$ cat src/rtl/irs_block_readout_addr_v4_pkg.sv
// ============================================================================
// Module : irs_block_readout_addr_v4_pkg
// Brief  : Shared types and constants for the IRS read-address generator.
// Rev    : 1.0  initial release
// ============================================================================
`default_nettype none

package irs_block_readout_addr_v4_pkg;

  localparam int DLY_BITS   = 8;
  localparam int RD_ADV_BIT = 0;
  localparam int RD_RST_BIT = 1;

  typedef enum logic [2:0] {
    ST_IDLE       = 3'd0,
    ST_CHECK      = 3'd1,
    ST_ASSERT     = 3'd2,
    ST_RESETTING  = 3'd3,
    ST_RESET_WAIT = 3'd4,
    ST_COUNTING   = 3'd5,
    ST_COUNT_WAIT = 3'd6,
    ST_REACHED    = 3'd7
  } state_t;

endpackage

`default_nettype wire

$ cat src/rtl/irs_block_readout_addr_v4_if.sv
// ============================================================================
// Module : irs_block_readout_addr_v4_if
// Brief  : Request/handshake bundle between readout sequencer and address block.
// Rev    : 1.0  initial release
// ============================================================================
`default_nettype none

interface irs_block_readout_addr_v4_if #(
  parameter int ADDR_BITS = 9
);
  logic                 irs_mode_i;
  logic [ADDR_BITS-1:0] raddr_i;
  logic                 raddr_stb_i;
  logic                 raddr_reached_o;
  logic                 raddr_ack_o;
  logic                 busy_o;
  logic                 err_o;

  modport master (
    output irs_mode_i, raddr_i, raddr_stb_i,
    input  raddr_reached_o, raddr_ack_o, busy_o, err_o
  );

  modport slave (
    input  irs_mode_i, raddr_i, raddr_stb_i,
    output raddr_reached_o, raddr_ack_o, busy_o, err_o
  );
endinterface

`default_nettype wire

$ cat src/rtl/irs_block_readout_addr_v4_syncedge.sv
// ============================================================================
// Module : irs_block_readout_addr_v4_syncedge
// Brief  : Rising-edge detector; LATENCY 0 is combinational, 1 is registered.
// Rev    : 1.0  initial release
// ============================================================================
`default_nettype none

module irs_block_readout_addr_v4_syncedge #(
  parameter int LATENCY = 0
) (
  input  wire logic clk_i,
  input  wire logic rst_i,
  input  wire logic in_i,
  output logic      rise_o
);

  logic in_q;

  always_ff @(posedge clk_i or posedge rst_i) begin
    if (rst_i) in_q <= 1'b0;
    else       in_q <= in_i;
  end

  generate
    if (LATENCY == 0) begin : g_lat0
      assign rise_o = in_i & ~in_q;
    end else begin : g_lat1
      logic rise_q;
      always_ff @(posedge clk_i or posedge rst_i) begin
        if (rst_i) rise_q <= 1'b0;
        else       rise_q <= in_i & ~in_q;
      end
      assign rise_o = rise_q;
    end
  endgenerate

endmodule

`default_nettype wire

$ cat src/rtl/irs_block_readout_addr_v4.sv
// ============================================================================
// Module : irs_block_readout_addr_v4
// Brief  : IRS read-address generator: direct RD drive or IRS3 counter stepping.
// Rev    : 1.0  initial release
// ============================================================================
`default_nettype none

module irs_block_readout_addr_v4 #(
  parameter int ADDR_BITS    = 9,
  parameter int NBLOCKS      = 512,
  parameter int ASSERT_SETUP = 0,
  parameter int ADV_HIGH     = 0,
  parameter int ADV_LOW      = 0,
  parameter int RST_HIGH     = 0,
  parameter int RST_LOW      = 0
) (
  input  wire logic                 clk_i,
  input  wire logic                 rst_i,
  irs_block_readout_addr_v4_if.slave bus,
  input  wire logic                 ramp_done_i,
  output logic [ADDR_BITS-1:0]      irs_rd_o
);

  import irs_block_readout_addr_v4_pkg::*;

  localparam logic [ADDR_BITS:0]  NB_X      = (ADDR_BITS+1)'(NBLOCKS);
  localparam logic [DLY_BITS-1:0] LIM_SETUP = DLY_BITS'(ASSERT_SETUP);
  localparam logic [DLY_BITS-1:0] LIM_ADVH  = DLY_BITS'(ADV_HIGH);
  localparam logic [DLY_BITS-1:0] LIM_ADVL  = DLY_BITS'(ADV_LOW);
  localparam logic [DLY_BITS-1:0] LIM_RSTH  = DLY_BITS'(RST_HIGH);
  localparam logic [DLY_BITS-1:0] LIM_RSTL  = DLY_BITS'(RST_LOW);

  state_t                state_q, state_d;
  logic [ADDR_BITS-1:0]  tgt_q, tgt_d;
  logic [ADDR_BITS-1:0]  cur_q, cur_d;
  logic                  mode_q, mode_d;
  logic                  cnt_valid_q, cnt_valid_d;
  logic                  ramp_seen_q, ramp_seen_d;
  logic [DLY_BITS-1:0]   dly_q, dly_d;
  logic                  reached_q, reached_d;
  logic                  ack_q, ack_d;
  logic                  busy_q, busy_d;
  logic                  err_q, err_d;
  logic [ADDR_BITS-1:0]  rd_q, rd_d;

  logic                  ramp_rise;
  logic [DLY_BITS-1:0]   dly_lim;
  logic                  dly_done;
  logic [ADDR_BITS:0]    tgt_x, cur_x, fwd;
  logic [ADDR_BITS-1:0]  cur_inc;
  logic                  addr_ok;

  irs_block_readout_addr_v4_syncedge #(.LATENCY(0)) u_ramp_edge (
    .clk_i  (clk_i),
    .rst_i  (rst_i),
    .in_i   (ramp_done_i),
    .rise_o (ramp_rise)
  );

  // Forward distance modulo NBLOCKS without assuming a power-of-two block count.
  assign tgt_x   = {1'b0, tgt_q};
  assign cur_x   = {1'b0, cur_q};
  assign fwd     = (tgt_x >= cur_x) ? (tgt_x - cur_x) : (tgt_x + NB_X - cur_x);
  assign cur_inc = (cur_x == NB_X - 1'b1) ? '0 : cur_q + 1'b1;
  assign addr_ok = ({1'b0, bus.raddr_i} < NB_X);

  always_comb begin
    dly_lim = '0;
    case (state_q)
      ST_ASSERT:     dly_lim = LIM_SETUP;
      ST_RESETTING:  dly_lim = LIM_RSTH;
      ST_RESET_WAIT: dly_lim = LIM_RSTL;
      ST_COUNTING:   dly_lim = LIM_ADVH;
      ST_COUNT_WAIT: dly_lim = LIM_ADVL;
      default:       dly_lim = '0;
    endcase
  end
  assign dly_done = (dly_q == dly_lim);

  always_comb begin
    state_d     = state_q;
    tgt_d       = tgt_q;
    cur_d       = cur_q;
    mode_d      = mode_q;
    cnt_valid_d = cnt_valid_q;
    ramp_seen_d = (state_q == ST_IDLE) ? 1'b0 : (ramp_seen_q | ramp_rise);
    ack_d       = 1'b0;
    err_d       = 1'b0;

    case (state_q)
      ST_IDLE: begin
        if (bus.raddr_stb_i) begin
          if (addr_ok) begin
            tgt_d   = bus.raddr_i;
            mode_d  = bus.irs_mode_i;
            // Direct drive leaves the on-chip counter position unknown.
            if (!bus.irs_mode_i) cnt_valid_d = 1'b0;
            state_d = ST_CHECK;
          end else begin
            err_d = 1'b1;
          end
        end
      end
      ST_CHECK: begin
        if (cur_q == tgt_q && (!mode_q || cnt_valid_q)) state_d = ST_REACHED;
        else if (!mode_q)                               state_d = ST_ASSERT;
        else if (!cnt_valid_q || tgt_x < fwd)           state_d = ST_RESETTING;
        else                                            state_d = ST_COUNTING;
      end
      ST_ASSERT: begin
        cur_d = tgt_q;
        if (dly_done) state_d = ST_REACHED;
      end
      ST_RESETTING: begin
        if (dly_done) begin
          cur_d       = '0;
          cnt_valid_d = 1'b1;
          state_d     = ST_RESET_WAIT;
        end
      end
      ST_RESET_WAIT: begin
        if (dly_done) state_d = (tgt_q == '0) ? ST_REACHED : ST_COUNTING;
      end
      ST_COUNTING: begin
        if (dly_done) begin
          cur_d   = cur_inc;
          state_d = ST_COUNT_WAIT;
        end
      end
      ST_COUNT_WAIT: begin
        if (cur_q == tgt_q) state_d = ST_REACHED;
        else if (dly_done)  state_d = ST_COUNTING;
      end
      ST_REACHED: begin
        if (ramp_seen_q) begin
          ack_d   = 1'b1;
          state_d = ST_IDLE;
        end
      end
      default: state_d = ST_IDLE;
    endcase

    dly_d     = (state_d != state_q || state_q == ST_IDLE || state_q == ST_REACHED)
                ? '0 : dly_q + 1'b1;
    reached_d = (state_q == ST_REACHED);
    busy_d    = (state_q != ST_IDLE);

    rd_d = cur_d;
    if (mode_q) begin
      rd_d                  = '0;
      rd_d[ADDR_BITS-1:2]   = cur_d[ADDR_BITS-3:0];
      rd_d[RD_ADV_BIT]      = (state_q == ST_COUNTING);
      rd_d[RD_RST_BIT]      = (state_q == ST_RESETTING);
    end
  end

  always_ff @(posedge clk_i or posedge rst_i) begin
    if (rst_i) begin
      state_q     <= ST_IDLE;
      tgt_q       <= '0;
      cur_q       <= '0;
      mode_q      <= 1'b0;
      cnt_valid_q <= 1'b0;
      ramp_seen_q <= 1'b0;
      dly_q       <= '0;
      reached_q   <= 1'b0;
      ack_q       <= 1'b0;
      busy_q      <= 1'b0;
      err_q       <= 1'b0;
      rd_q        <= '0;
    end else begin
      state_q     <= state_d;
      tgt_q       <= tgt_d;
      cur_q       <= cur_d;
      mode_q      <= mode_d;
      cnt_valid_q <= cnt_valid_d;
      ramp_seen_q <= ramp_seen_d;
      dly_q       <= dly_d;
      reached_q   <= reached_d;
      ack_q       <= ack_d;
      busy_q      <= busy_d;
      err_q       <= err_d;
      rd_q        <= rd_d;
    end
  end

  assign bus.raddr_reached_o = reached_q;
  assign bus.raddr_ack_o     = ack_q;
  assign bus.busy_o          = busy_q;
  assign bus.err_o           = err_q;
  assign irs_rd_o            = rd_q;

endmodule

`default_nettype wire
$ cat src/flat_wrapper.sv
// flat-port wrapper written by rule: the top's interface ports become plain ports
module irs_block_readout_addr_v4_flat import irs_block_readout_addr_v4_pkg::*;
#(
  parameter int ADDR_BITS    = 9,
  parameter int NBLOCKS      = 512,
  parameter int ASSERT_SETUP = 0,
  parameter int ADV_HIGH     = 0,
  parameter int ADV_LOW      = 0,
  parameter int RST_HIGH     = 0,
  parameter int RST_LOW      = 0
)
  (clk_i, rst_i, ramp_done_i, irs_rd_o, bus_irs_mode_i, bus_raddr_i, bus_raddr_stb_i, bus_raddr_reached_o, bus_raddr_ack_o, bus_busy_o, bus_err_o);
  irs_block_readout_addr_v4_if #(.ADDR_BITS(ADDR_BITS)) bus_i ();
  input  wire logic clk_i;
  input  wire logic rst_i;
  input  wire logic ramp_done_i;
  output logic [ADDR_BITS-1:0] irs_rd_o;
  input wire logic [$bits(bus_i.irs_mode_i)-1:0] bus_irs_mode_i;
  input wire logic [$bits(bus_i.raddr_i)-1:0] bus_raddr_i;
  input wire logic [$bits(bus_i.raddr_stb_i)-1:0] bus_raddr_stb_i;
  output wire logic [$bits(bus_i.raddr_reached_o)-1:0] bus_raddr_reached_o;
  output wire logic [$bits(bus_i.raddr_ack_o)-1:0] bus_raddr_ack_o;
  output wire logic [$bits(bus_i.busy_o)-1:0] bus_busy_o;
  output wire logic [$bits(bus_i.err_o)-1:0] bus_err_o;
  assign bus_i.irs_mode_i = bus_irs_mode_i;
  assign bus_i.raddr_i = bus_raddr_i;
  assign bus_i.raddr_stb_i = bus_raddr_stb_i;
  assign bus_raddr_reached_o = bus_i.raddr_reached_o;
  assign bus_raddr_ack_o = bus_i.raddr_ack_o;
  assign bus_busy_o = bus_i.busy_o;
  assign bus_err_o = bus_i.err_o;
  irs_block_readout_addr_v4 #(.ADDR_BITS(ADDR_BITS), .NBLOCKS(NBLOCKS), .ASSERT_SETUP(ASSERT_SETUP), .ADV_HIGH(ADV_HIGH), .ADV_LOW(ADV_LOW), .RST_HIGH(RST_HIGH), .RST_LOW(RST_LOW)) u_core (.clk_i(clk_i), .rst_i(rst_i), .bus(bus_i), .ramp_done_i(ramp_done_i), .irs_rd_o(irs_rd_o));
endmodule
$ cat config.mk
export PLATFORM = sky130hd
export DESIGN_NAME = irs_block_readout_addr_v4_flat
export DESIGN_NICKNAME = d
export VERILOG_FILES = /design/src/rtl/irs_block_readout_addr_v4_pkg.sv /design/src/rtl/irs_block_readout_addr_v4_if.sv /design/src/rtl/irs_block_readout_addr_v4_syncedge.sv /design/src/rtl/irs_block_readout_addr_v4.sv /design/src/flat_wrapper.sv
export SDC_FILE = /design/constraint.sdc
export NUM_CORES = 1
export LEC_CHECK = 0
export BUFFER_PORTS_ARGS = -buffer_cell sky130_fd_sc_hd__buf_2
export CAP_MARGIN = 20
export CELL_PAD_IN_SITES_DETAIL_PLACEMENT = 1
export CELL_PAD_IN_SITES_GLOBAL_PLACEMENT = 1
export CORE_ASPECT_RATIO = 0.6
export CORE_MARGIN = 1
export CORE_UTILIZATION = 40
export CTS_CLUSTER_DIAMETER = 200
export CTS_CLUSTER_SIZE = 25
export DETAILED_ROUTE_END_ITERATION = 6
export GPL_TIMING_DRIVEN = 0
export PLACE_DENSITY = 0.74
export SKIP_LAST_GASP = 1
export SYNTH_ARGS = -nofsm -noshare
export SYNTH_HDL_FRONTEND = slang
export SYNTH_SLANG_ARGS = --single-unit
export TNS_END_PERCENT = 100
$ cat constraint.sdc
create_clock -name clk_i -period 3.1 [get_ports clk_i]
set_input_delay 0.31 -clock clk_i [delete_from_list [all_inputs] [get_ports clk_i]]
set_output_delay 0.31 -clock clk_i [all_outputs]
set_load 0.005 [all_outputs]
After elaboration in Yosys (flattened, before gate mapping) --
Index checks and enable logic that the tools add are counted.
Word-level totals: register bits 45, output and inout bits 13, input port bits 14
Operators by class: equal/unequal tests 13, reduce and logical (&&, ||, !) cells 14, muxes and demuxes 27, bitwise logic cells 3, add/subtract/negate cells 5, order comparisons 2
Operator list (count):
- $mux W9 | 4
- $mux W3 | 11
- $pmux W9 S3 | 1
- $pmux W3 S8 | 1
- $eq A3 B3 Y1 const B | 4
- $add A9 B10 Y10 const B | 1
- $lt A9 B10 Y1 | 1
- $mux W10 | 1
- $sub A10 B9 Y10 | 1
- $sub A9 B9 Y10 | 1
- $add A9 B1 Y9 const B | 1
- $eq A9 B9 Y1 | 1
- $eq A9 B9 Y1 const B | 1
- $ge A9 B9 Y1 | 1
- $logic_not A9 Y1 | 1
- $add A8 B1 Y8 const B | 1
- $logic_not A8 Y1 | 1
- $mux W8 | 1
- $eq A3 B2 Y1 const B | 2
- $mux W1 | 6
- $logic_or A1 B1 Y1 | 4
- $ne A2 B2 Y1 const B | 2
- $reduce_and A4 Y1 | 1
- $eq A3 B1 Y1 const B | 1
- 13 further kinds | 14

Logic depth before layout (Yosys ltp) --
Gate-level depths: netlist of the first run.
depth in word-level cells 13, gate-level depth with buffers 15, gate-level depth less buffers 15

Hierarchy --
Synthesis of the first run repeated with hierarchy kept, for this count alone.
Second synthesis, totals: cells, all modules 289, area total of the unflattened synthesis 2770.2 µm²
By module, submodules not included:
- irs_block_readout_addr_v4 | area an instance 2727.6 µm², cells an instance 286, instances 1
- irs_block_readout_addr_v4_syncedge | area an instance 42.5 µm², cells an instance 3, instances 1

Least setup slack after synthesis of the first run --
No wires, ideal clock.
path type reg-to-reg, from register u_core.tgt_q[0], to register u_core.state_q[1], clock period less this slack 2.923 ns, setup slack 0.177 ns, library setup time 0.129 ns, arrival time 2.793 ns, stages on the path, launching flop included 16, cells stage by stage dfrtp_1 > inv_1 > ha_1 > inv_1 > fa_1 > a211oi_1 > o21ai_0 > a21oi_1 > o21ai_0 > xnor2_1 > ha_1 > o21ai_0 > nor3_1 > a21oi_1 > nor4b_1 > a21oi_1
Between the ends: word-level cells in the longest chain between the ends 9
RTL lines:
- from (decl) | line irs_block_readout_addr_v4.sv:34 | logic [ADDR_BITS-1:0] tgt_q, tgt_d;
- from (signal assigned) | line irs_block_readout_addr_v4.sv:173 | tgt_q <= tgt_d;
- $add A9 B10 Y10 | line irs_block_readout_addr_v4.sv:63 | assign fwd = (tgt_x >= cur_x) ? (tgt_x - cur_x) : (tgt_x + NB_X - cur_x);
- $sub A10 B9 Y10 | line irs_block_readout_addr_v4.sv:63
- $mux W10 | line irs_block_readout_addr_v4.sv:63
- $lt A9 B10 Y1 | line irs_block_readout_addr_v4.sv:107 | else if (!cnt_valid_q || tgt_x < fwd) state_d = ST_RESETTING;
- $logic_or A1 B1 Y1 | line irs_block_readout_addr_v4.sv:107
- $mux W3 | line irs_block_readout_addr_v4.sv:107
- $mux W3 | line irs_block_readout_addr_v4.sv:106 | else if (!mode_q) state_d = ST_ASSERT;
- $mux W3 | line irs_block_readout_addr_v4.sv:105 | if (cur_q == tgt_q && (!mode_q || cnt_valid_q)) state_d = ST_REACHED;
- $pmux W3 S8 (*) | line irs_block_readout_addr_v4.sv:90 | case (state_q)
- named net u_core.state_d[1] | line irs_block_readout_addr_v4.sv:33 | state_t state_q, state_d;
- to (signal assigned) | line irs_block_readout_addr_v4.sv:172 | state_q <= state_d;
- to (decl) | line irs_block_readout_addr_v4.sv:33
Mark *: on every way through the listed nets, which the timed path passes. The rest lies on a longest branch. A chain may end at the register's enable or synchronous reset.

Worst setup path after layout of the first run --
from register u_core.cur_q[4], to register u_core.state_q[2]
Between the ends: word-level cells in the longest chain between the ends 8
RTL lines:
- from (decl) | line irs_block_readout_addr_v4.sv:35 | logic [ADDR_BITS-1:0] cur_q, cur_d;
- from (signal assigned) | line irs_block_readout_addr_v4.sv:174 | cur_q <= cur_d;
- $sub A10 B9 Y10 (tied with other cells) | line irs_block_readout_addr_v4.sv:63
- $mux W10 | line irs_block_readout_addr_v4.sv:63
- $lt A9 B10 Y1 | line irs_block_readout_addr_v4.sv:107
- $logic_or A1 B1 Y1 | line irs_block_readout_addr_v4.sv:107
- $mux W3 | line irs_block_readout_addr_v4.sv:107
- $mux W3 | line irs_block_readout_addr_v4.sv:106
- $mux W3 | line irs_block_readout_addr_v4.sv:105
- $pmux W3 S8 (*) | line irs_block_readout_addr_v4.sv:90
- named net u_core.state_d[2] | line irs_block_readout_addr_v4.sv:33
Marks and branches as above.

==> results by stage, run 1 <==
Run status:
- The flow ran to the end, and the final reports show no timing, DRC or antenna violations.

STA:
- Across the routed clock network, the largest skew measured is 0.00663 ns.
- The number of max-slew violations in the final report is 0.
- The setup TNS is 0 ns.
- Setup repair after global routing could not meet its margin everywhere.
- The setup-violating endpoint count in the final report is 0.
- The final count of hold timing violations is 0.
- In this run the tightest slew margin relative to its limit is 0.290.
- The actual transition at the worst max-transition pin is 1.06 ns.
- For the finished layout, the period the worst path requires is 2.99 ns.
- Of the available clock period, the critical path in the final layout requires 0.965.
- The achievable clock frequency is 334 MHz.

Yosys:
- The library cell occupying the most area in the post-synthesis netlist is dfrtp_1.
- The area share of the largest cell type after synthesis is 0.402.
- The number of storage elements in the synthesis netlist is 45.
- The register area share after synthesis is 0.402.
- The most used flip-flop cell after synthesis is dfrtp_1.
- Ranked by total cell area, the synthesized netlist is headed by dfrtp_1 (40%), ha_1 (8.9%), mux2_2 (5.2%).
- When the netlist entered floorplanning its net count stood at 333.
- In this run the mean area of a mapped cell was 9.41 um^2.
- The mapped cell area is 0.00280 mm^2.
- Counting flops with an async set or reset pin after synthesis yields a share of 1.00.
- For this run, the number of Yosys warnings is 0.
- Yosys mapped a number of flops with a built-in enable equal to 0.
- The count of unique library cells instantiated by Yosys is 57.
- Synthesis produced 298 cells.

Power:
- Power spread over the standard cell area amounts to 1320 mW/mm^2.
- In this run the static leakage power is 1.55 nW.
- Across the VDD grid, the largest voltage drop is 1.37 mV.

Detailed routing:
- The via-per-instance ratio is 5.77.
- The violation count after the first detailed-routing iteration is 133.
- The count of nets left with antenna violations once routing finished came out at 0.
- In the final routed layout, each cell accounts on average for 20.1 um.
- The number of iterations in the first detailed-routing pass is 4.
- The detailed-route via count is 2494.
- The remaining design rule violation count is 0.
- Summed over all layers, the routed wires come to 8680 um.

Setup path:
- STA classifies the critical path startpoint as a flop.
- The data arrival time at the worst-slack endpoint is 3.17 ns.
- The worst path required time is 3.28 ns.
- The endpoint class of the critical path is a flop.
- The category of the critical setup timing path is reg2reg.
- Of all nets on the critical path, the largest fanout is 5.

Place:
- The count of input and output buffers is 25.
- The detailed placement HPWL is 6090 um.
- Routability-driven placement finished with a final weighted congestion of 0.894.
- Summing all placed instances gives a cell area of 0.00306 mm^2.

Global route:
- The number of global-route vias before repair was 2479.
- For met1 alone, demand over resource in global routing was 0.378.
- For this run, the total global-route usage over all layers was measured as 0.255.
- The fraction of met2 tracks used by global routing is 0.369.
- In the global route stage, met3 resource usage came out at 0.0470.
- The first global-routing pass estimated 13400 um of wire.
- Global routing finished with a remaining overflow of 0.
- Entering global routing, the biggest net connects 26 pins.
- The number of antenna violations at the first check in global routing is 0.
- The most used routing layer is met1.

Clocking:
- The number of sinks handled by clock tree synthesis is 45.
- Clock latency on the worst-skew pair, taken at its later pin, is 0.29 ns.
- After clock tree synthesis, the flow added hold-fix buffers numbering 0.
- Clock-pin slew was measured on the worst setup and hold paths at 0.07 ns.
- The maximum clock path buffer count is 2.
- Buffers inserted during clock tree synthesis total 5.
- The H-tree was split into 2 levels.
- The tree is rooted in a clkbuf_16.
- The clock tree from TritonCTS is done.

Finish:
- The share of layout cells above drive strength 1 is 0.293.
- In the layout the commonest cells are dfrtp_1 (39), buf_2 (27), nor2_1 (23).
- Leaving out fill and tap cells, the most frequent cell in the layout is dfrtp_1.
- The area growth from synthesis to layout is 24.6%.
- The number of antenna diodes in the final layout is 0.
- The final design area excluding fillers is 0.00349 mm^2.
- At the end of the flow, the number of nets in the layout was 379.

Die:
- The area of the die is 0.00736 mm^2.
- The floorplan step defined a core boundary enclosing 0.00673 mm^2.
- The initial core utilization is 0.416.
- The number of placement rows is 23.
- The die outline height is 66.9 um.
- During I/O placement, the number of pins put on the boundary was 27.
- The die is 110 um wide.

Job:
- The max-cap violation count is 0.

Worst hold path:
- In this run the worst hold path is classified as in2async.
## power by group
group	internal (mW)	total (mW)	leakage (nW)	switching, mW
clock	0.324	0.570	0.0735	0.246
sequential	0.804	1.06	0.560	0.252
combinational	1.40	2.98	0.912	1.58
total	2.53	4.61	1.55	2.08
## cell type report
class | instances | area (um^2)
fillers | 766 | 3240
multi-input cells | 223 | 1740
flip-flops and latches | 45 | 1130
repair buffers | 39 | 243
clock buffers | 6 | 139
well taps | 87 | 109
inverters | 21 | 78.8
plain buffers | 9 | 40.0
clock inverters | 2 | 16.3
## cells in the mapped netlist, types with 3 or more instances
library cell,count
mux2_2,13
nand3_1,12
nor3_1,10
nand2b_1,7
inv_1,21
nor2b_1,3
a21oi_1,20
clkbuf_1,5
xnor2_1,6
mux2i_1,3
nand2_1,17
a31oi_1,4
and3_1,6
dfrtp_1,45
ha_1,20
o21ai_0,17
a2111oi_0,3
a21o_1,4
a211o_1,4
nor2_1,23
xor2_1,8
and2_1,6
## through the flow
step           power, mW  setup slack [ns]  hold slack [ns]   util  std cells
6_report            4.61             0.110           0.0217  0.519        432
5_1_grt             4.97           -0.0658           0.0510  0.519        432
4_1_cts             3.95            0.0164           0.0369  0.488        423
3_5_place_dp        3.13            -0.318            0.355  0.454        411
3_3_place_gp        3.05            -0.244            0.438  0.451        410
2_1_floorplan       2.50             0.177            0.341      -        298
## metal layers
layer,vias up,share of wire,wire length (um)
met2,81,0.42,3690
met5,-,0,0
met1,1234,0.48,4170
met4,0,0.020,177
li1,1164,-,-
met3,15,0.075,651
## critical path, stage by stage (launching register included)
cell       delay (ns)
dfrtp_1          0.40
inv_1            0.13
ha_1             0.39
o21ai_1          0.19
a31oi_2          0.07
o21ai_1          0.17
nand2b_1         0.11
xnor2_2          0.23
ha_4             0.26
a2111oi_4        0.35
nor3_2           0.10
a21oi_2          0.23
nor3_2           0.07
a21o_1           0.18
## timing repair
action | in CTS | in global routing
setup endpoints to repair | 2 | 2
resized for setup | 12 | 33
setup buffers | 4 | 9
pin swaps | 5 | 18
## sequential cells by signal, summed over array words and instances (netlist names)
name	count
u_core.mode_q	1
u_core.u_ramp_edge.in_q	1
u_core.dly_q	8
u_core.tgt_q	9
u_core.ramp_seen_q	1
u_core.irs_rd_o	9
u_core.bus.raddr_ack_o	1
u_core.cur_q	9
u_core.bus.raddr_reached_o	1
u_core.bus.busy_o	1
u_core.state_q	3
u_core.cnt_valid_q	1
## path summary, 6_finish.rpt
kind / from / end / slack [ns] / cells past startpoint
worst min register to register: u_core.cnt_valid_q$_DFFE_PP0P_ / u_core.cnt_valid_q$_DFFE_PP0P_ / 0.52 / 1
worst max-delay path: u_core.cur_q[4]$_DFF_PP0_ / u_core.state_q[2]$_DFF_PP0_ / 0.11 / 13
min in group clk_i: ramp_done_i / u_core.u_ramp_edge.in_q$_DFF_PP0_ / 0.14 / 1
max in group asynchronous: rst_i / u_core.tgt_q[3]$_DFFE_PP0P_ / 2.57 / 3
worst min-delay path: rst_i / u_core.irs_rd_o[1]$_DFF_PP0_ / 0.02 / 2
worst max register to register: u_core.cur_q[4]$_DFF_PP0_ / u_core.state_q[2]$_DFF_PP0_ / 0.11 / 13
## cell families (layout without fill, tap and decap cells)
kind of cell    after synthesis  in the layout  synth area share
compound gates               75             75             0.176
xor+xnor                     14             14            0.0437
fa+ha+maj                    21             21            0.0964
buf+inv                      30             77            0.0424
flops                        45             45             0.402
mux                          16             16            0.0629
other cells                   1              1           0.00134
simple gates                 96             96             0.175
Note: power is estimated with default switching activity, not from simulation.
==> inputs of run 2 (changes only) <==
--- a/config.mk
+++ b/config.mk
@@ -15,7 +15,6 @@
 export CTS_CLUSTER_DIAMETER = 200
 export CTS_CLUSTER_SIZE = 25
 export DETAILED_ROUTE_END_ITERATION = 6
-export GPL_TIMING_DRIVEN = 0
 export PLACE_DENSITY = 0.74
 export SKIP_LAST_GASP = 1
 export SYNTH_ARGS = -nofsm -noshare
==> results by stage, run 2 (synthesized netlist as in run 1, its figures left out) <==
Global route:
- The first-pass GRT wire length is 13700 um.
- Entering global routing, the biggest net connects 46 pins.
- Summed over all layers, the global routing overflow is 0.
- The number of global-route vias before repair is 2520.
- The number of antenna violations at the first check in global routing was 0.
- Across every metal layer, demand over resource in global routing totals 0.260.

Clocking:
- At the later pin of the worst-skew pair, clock insertion delay measures 0.29 ns.
- Clock tree synthesis found a total of 45 sinks.
- TritonCTS built the clock tree.
- The clock-pin slew of the registers on the worst-case setup and hold paths is 0.07 ns.
- The clock tree root driver cell is clkbuf_16.
- Clock tree synthesis inserted a total of 5 buffers.
- No sink is reached through more buffers than the 2 on the longest clock path.
- The count of H-tree levels built during CTS is 2.
- The quantity of hold-fixing buffers added after cts is 0.

Power:
- The combinational fraction of design power is 0.668.
- The analysis attributes to net switching a power of 2.19 mW.
- The highest ir drop seen on vdd is 1.66 mV.
- The part of the total power dissipated in sequential elements is 0.217.
- Of the total power, the share spent switching nets is 0.462.
- The total power divided by cell area is 1360 mW/mm^2.
- Cell internal power was estimated by the tool at 2.55 mW.
- Summed over all cells, the static leakage comes to 1.57 nW.
- Of the total power, the clock network draws 0.115.
- The completed layout was analyzed and its total power is 4.74 mW.

Detailed routing:
- Before antenna repair, the detailed router went through 4 iterations.
- The violation count after the first detailed-routing iteration is 100.
- The detailed-route via count is 2479.
- Dividing the detail-routed wire length by the instance count gives 20.6 um.
- The detail route stage leaves a number of antenna-violating nets equal to 0.
- Wires add up to 8920 um.
- For this run, design rule violations remaining after detail routing come to 0.
- Dividing the detail-routed via count by the number of cells gives 5.73.

Setup path:
- The critical path is of the reg2reg type.
- For the worst setup path, the data required time is 3.28 ns.
- By instance count, the cell type seen most on the critical path is nor3_2.
- The maximum fanout count along the critical path is 3.
- STA classifies the critical path startpoint as a flop.
- At the worst endpoint, the arrival time is 3.22 ns.
- On the worst path, the slowest cell contributes a delay of 0.41 ns.
- The endpoint class of the critical path is a flop.
- The setup check on the worst reg-to-reg path leaves a slack of 0.06 ns.
- For this design, the slowest cell found on the critical path is a2111oi_4.
- Traced cell by cell, the critical path runs through inv_1 > ha_1 > nor2b_1 > o21bai_1 > a31oi_1 > o21ai_0 > nand2b_1 > xnor2_2 > ha_4 > a2111oi_4 > nor3_2 > a21oi_2 > nor3_2 > a21o_1.

Job:
- Max-cap violations in this run came to 0.

Die:
- The die is 66.9 um tall.
- Row generation in the floorplan step produced 23 rows.
- The area of the die is 0.00736 mm^2.
- The I/O pin count is 27.
- The total area inside the core boundary comes to 0.00673 mm^2.
- For this configuration, the core starts out at a cell density of 0.416.
- The die is 110 um wide.

STA:
- For the final database, setup skew stands at 0.00427 ns.
- The final count of hold timing violations came to 0.
- Setup violations remaining at the end of the flow were counted as 0.
- The number of max-slew violations in the final report is 0.
- Of the available clock period, the critical path in the final layout requires 0.982.
- The routed design could run at a clock period as short as 3.04 ns.
- Timing would allow up to 329 MHz.
- At the pin with the least slew margin, the transition time is 1.09 ns.
- In this run the tightest slew margin relative to its limit is 0.255.
- Setup repair after global routing could not meet its margin everywhere.

Place:
- Routability-driven placement finished with a final weighted congestion of 0.871.
- Summed over all nets, the half-perimeter wirelength after detailed placement is 6210 um.
- Input and output buffers added on the ports amount to 25.
- In this run, placement finished with an instance count of 414.

Finish:
- For this run, the post-layout net count is 380.
- The share of layout cells above drive strength 1 is 0.277.
- The antenna diode count is 0.
- The filler cells instantiated in the layout total 779.
- The area growth from synthesis to layout is 24.0%.
- The most common cell after layout, fill and taps aside is dfrtp_1.
- In the layout the commonest cells are dfrtp_1 (45), buf_2 (25), nor2_1 (23).
- The non-filler instance count after layout is 433.

Run status:
- The run finished with clean final reports.

Worst hold path:
- The worst hold-check path type is in2async.
-- run 2: power groups by stage --
stage | sequential [mW] | combinational (mW) | clock, mW
detailed placement | 1.02 | 2.23 | 0
floorplan | 0.950 | 1.55 | 0
global route | 1.05 | 3.43 | 0.575
global placement | 1.02 | 2.13 | 0
finish | 1.03 | 3.17 | 0.544
CTS | 1.02 | 2.48 | 0.554
-- run 2: area by class of cell --
cell class	count	area [um^2]	area share
clock buffer	5	125	0.0360
clock inverter	3	21.3	0.00612
inverter	21	78.8	0.0227
multi-input combinational	223	1700	0.489
sequential	45	1130	0.324
tap	87	109	0.0313
timing repair buffer	49	318	0.0914
-- run 2: worst max-delay path: cells and delay by family, from the launching register on --
kind	cells	cell delay, ns
AND/OR/NAND/NOR	4	0.42
buffers and inverters	1	0.10
flip-flops	1	0.38
XOR/XNOR	1	0.20
adder cells (fa/ha/maj)	2	0.56
AO/OA/AOI/OAI	6	1.25
-- run 2: worst paths after layout --
kind | startpoint | endpoint | cells past startpoint
worst max-delay path | u_core.cur_q[1]$_DFF_PP0_ | u_core.state_q[2]$_DFF_PP0_ | 14
worst min-delay path | rst_i | u_core.irs_rd_o[2]$_DFF_PP0_ | 2
worst max register to register | u_core.cur_q[1]$_DFF_PP0_ | u_core.state_q[2]$_DFF_PP0_ | 14
worst min register to register | u_core.cnt_valid_q$_DFFE_PP0P_ | u_core.cnt_valid_q$_DFFE_PP0P_ | 1
max in group asynchronous | rst_i | u_core.bus.busy_o$_DFF_PP0_ | 3
min in group clk_i | ramp_done_i | u_core.u_ramp_edge.in_q$_DFF_PP0_ | 1
-- run 2: layer usage --
layer	GRT usage	wire length, um	vias up
li1	-	-	1167
met1	0.375	4530	1250
met2	0.394	3910	45
met3	0.0479	296	17
met4	0.0789	184	0
met5	0	0	-
-- run 2: per-stage QoR --
| stage | cell area (um^2) | hold WS, ns | TNS [ns] | worst slack, ns | util |
|---|---|---|---|---|---|
| 6_report | 3480 | 0.0215 | 0 | 0.0569 | 0.516 |
| 4_1_cts | 3320 | 0.136 | -0.0111 | -0.0111 | 0.493 |
| 3_3_place_gp | 3100 | 0.436 | 0 | 0.0543 | 0.460 |
| 3_5_place_dp | 3100 | 0.437 | -0.172 | -0.108 | 0.460 |
| 5_1_grt | 3480 | 0.0540 | -0.166 | -0.0860 | 0.516 |
| 2_1_floorplan | 2800 | 0.341 | 0 | 0.177 | - |
-- run 2: repair_timing --
item                       CTS  global route
setup buffers                9             3
pin swaps                    2            14
resized for setup            4            27
setup endpoints to repair    2             2
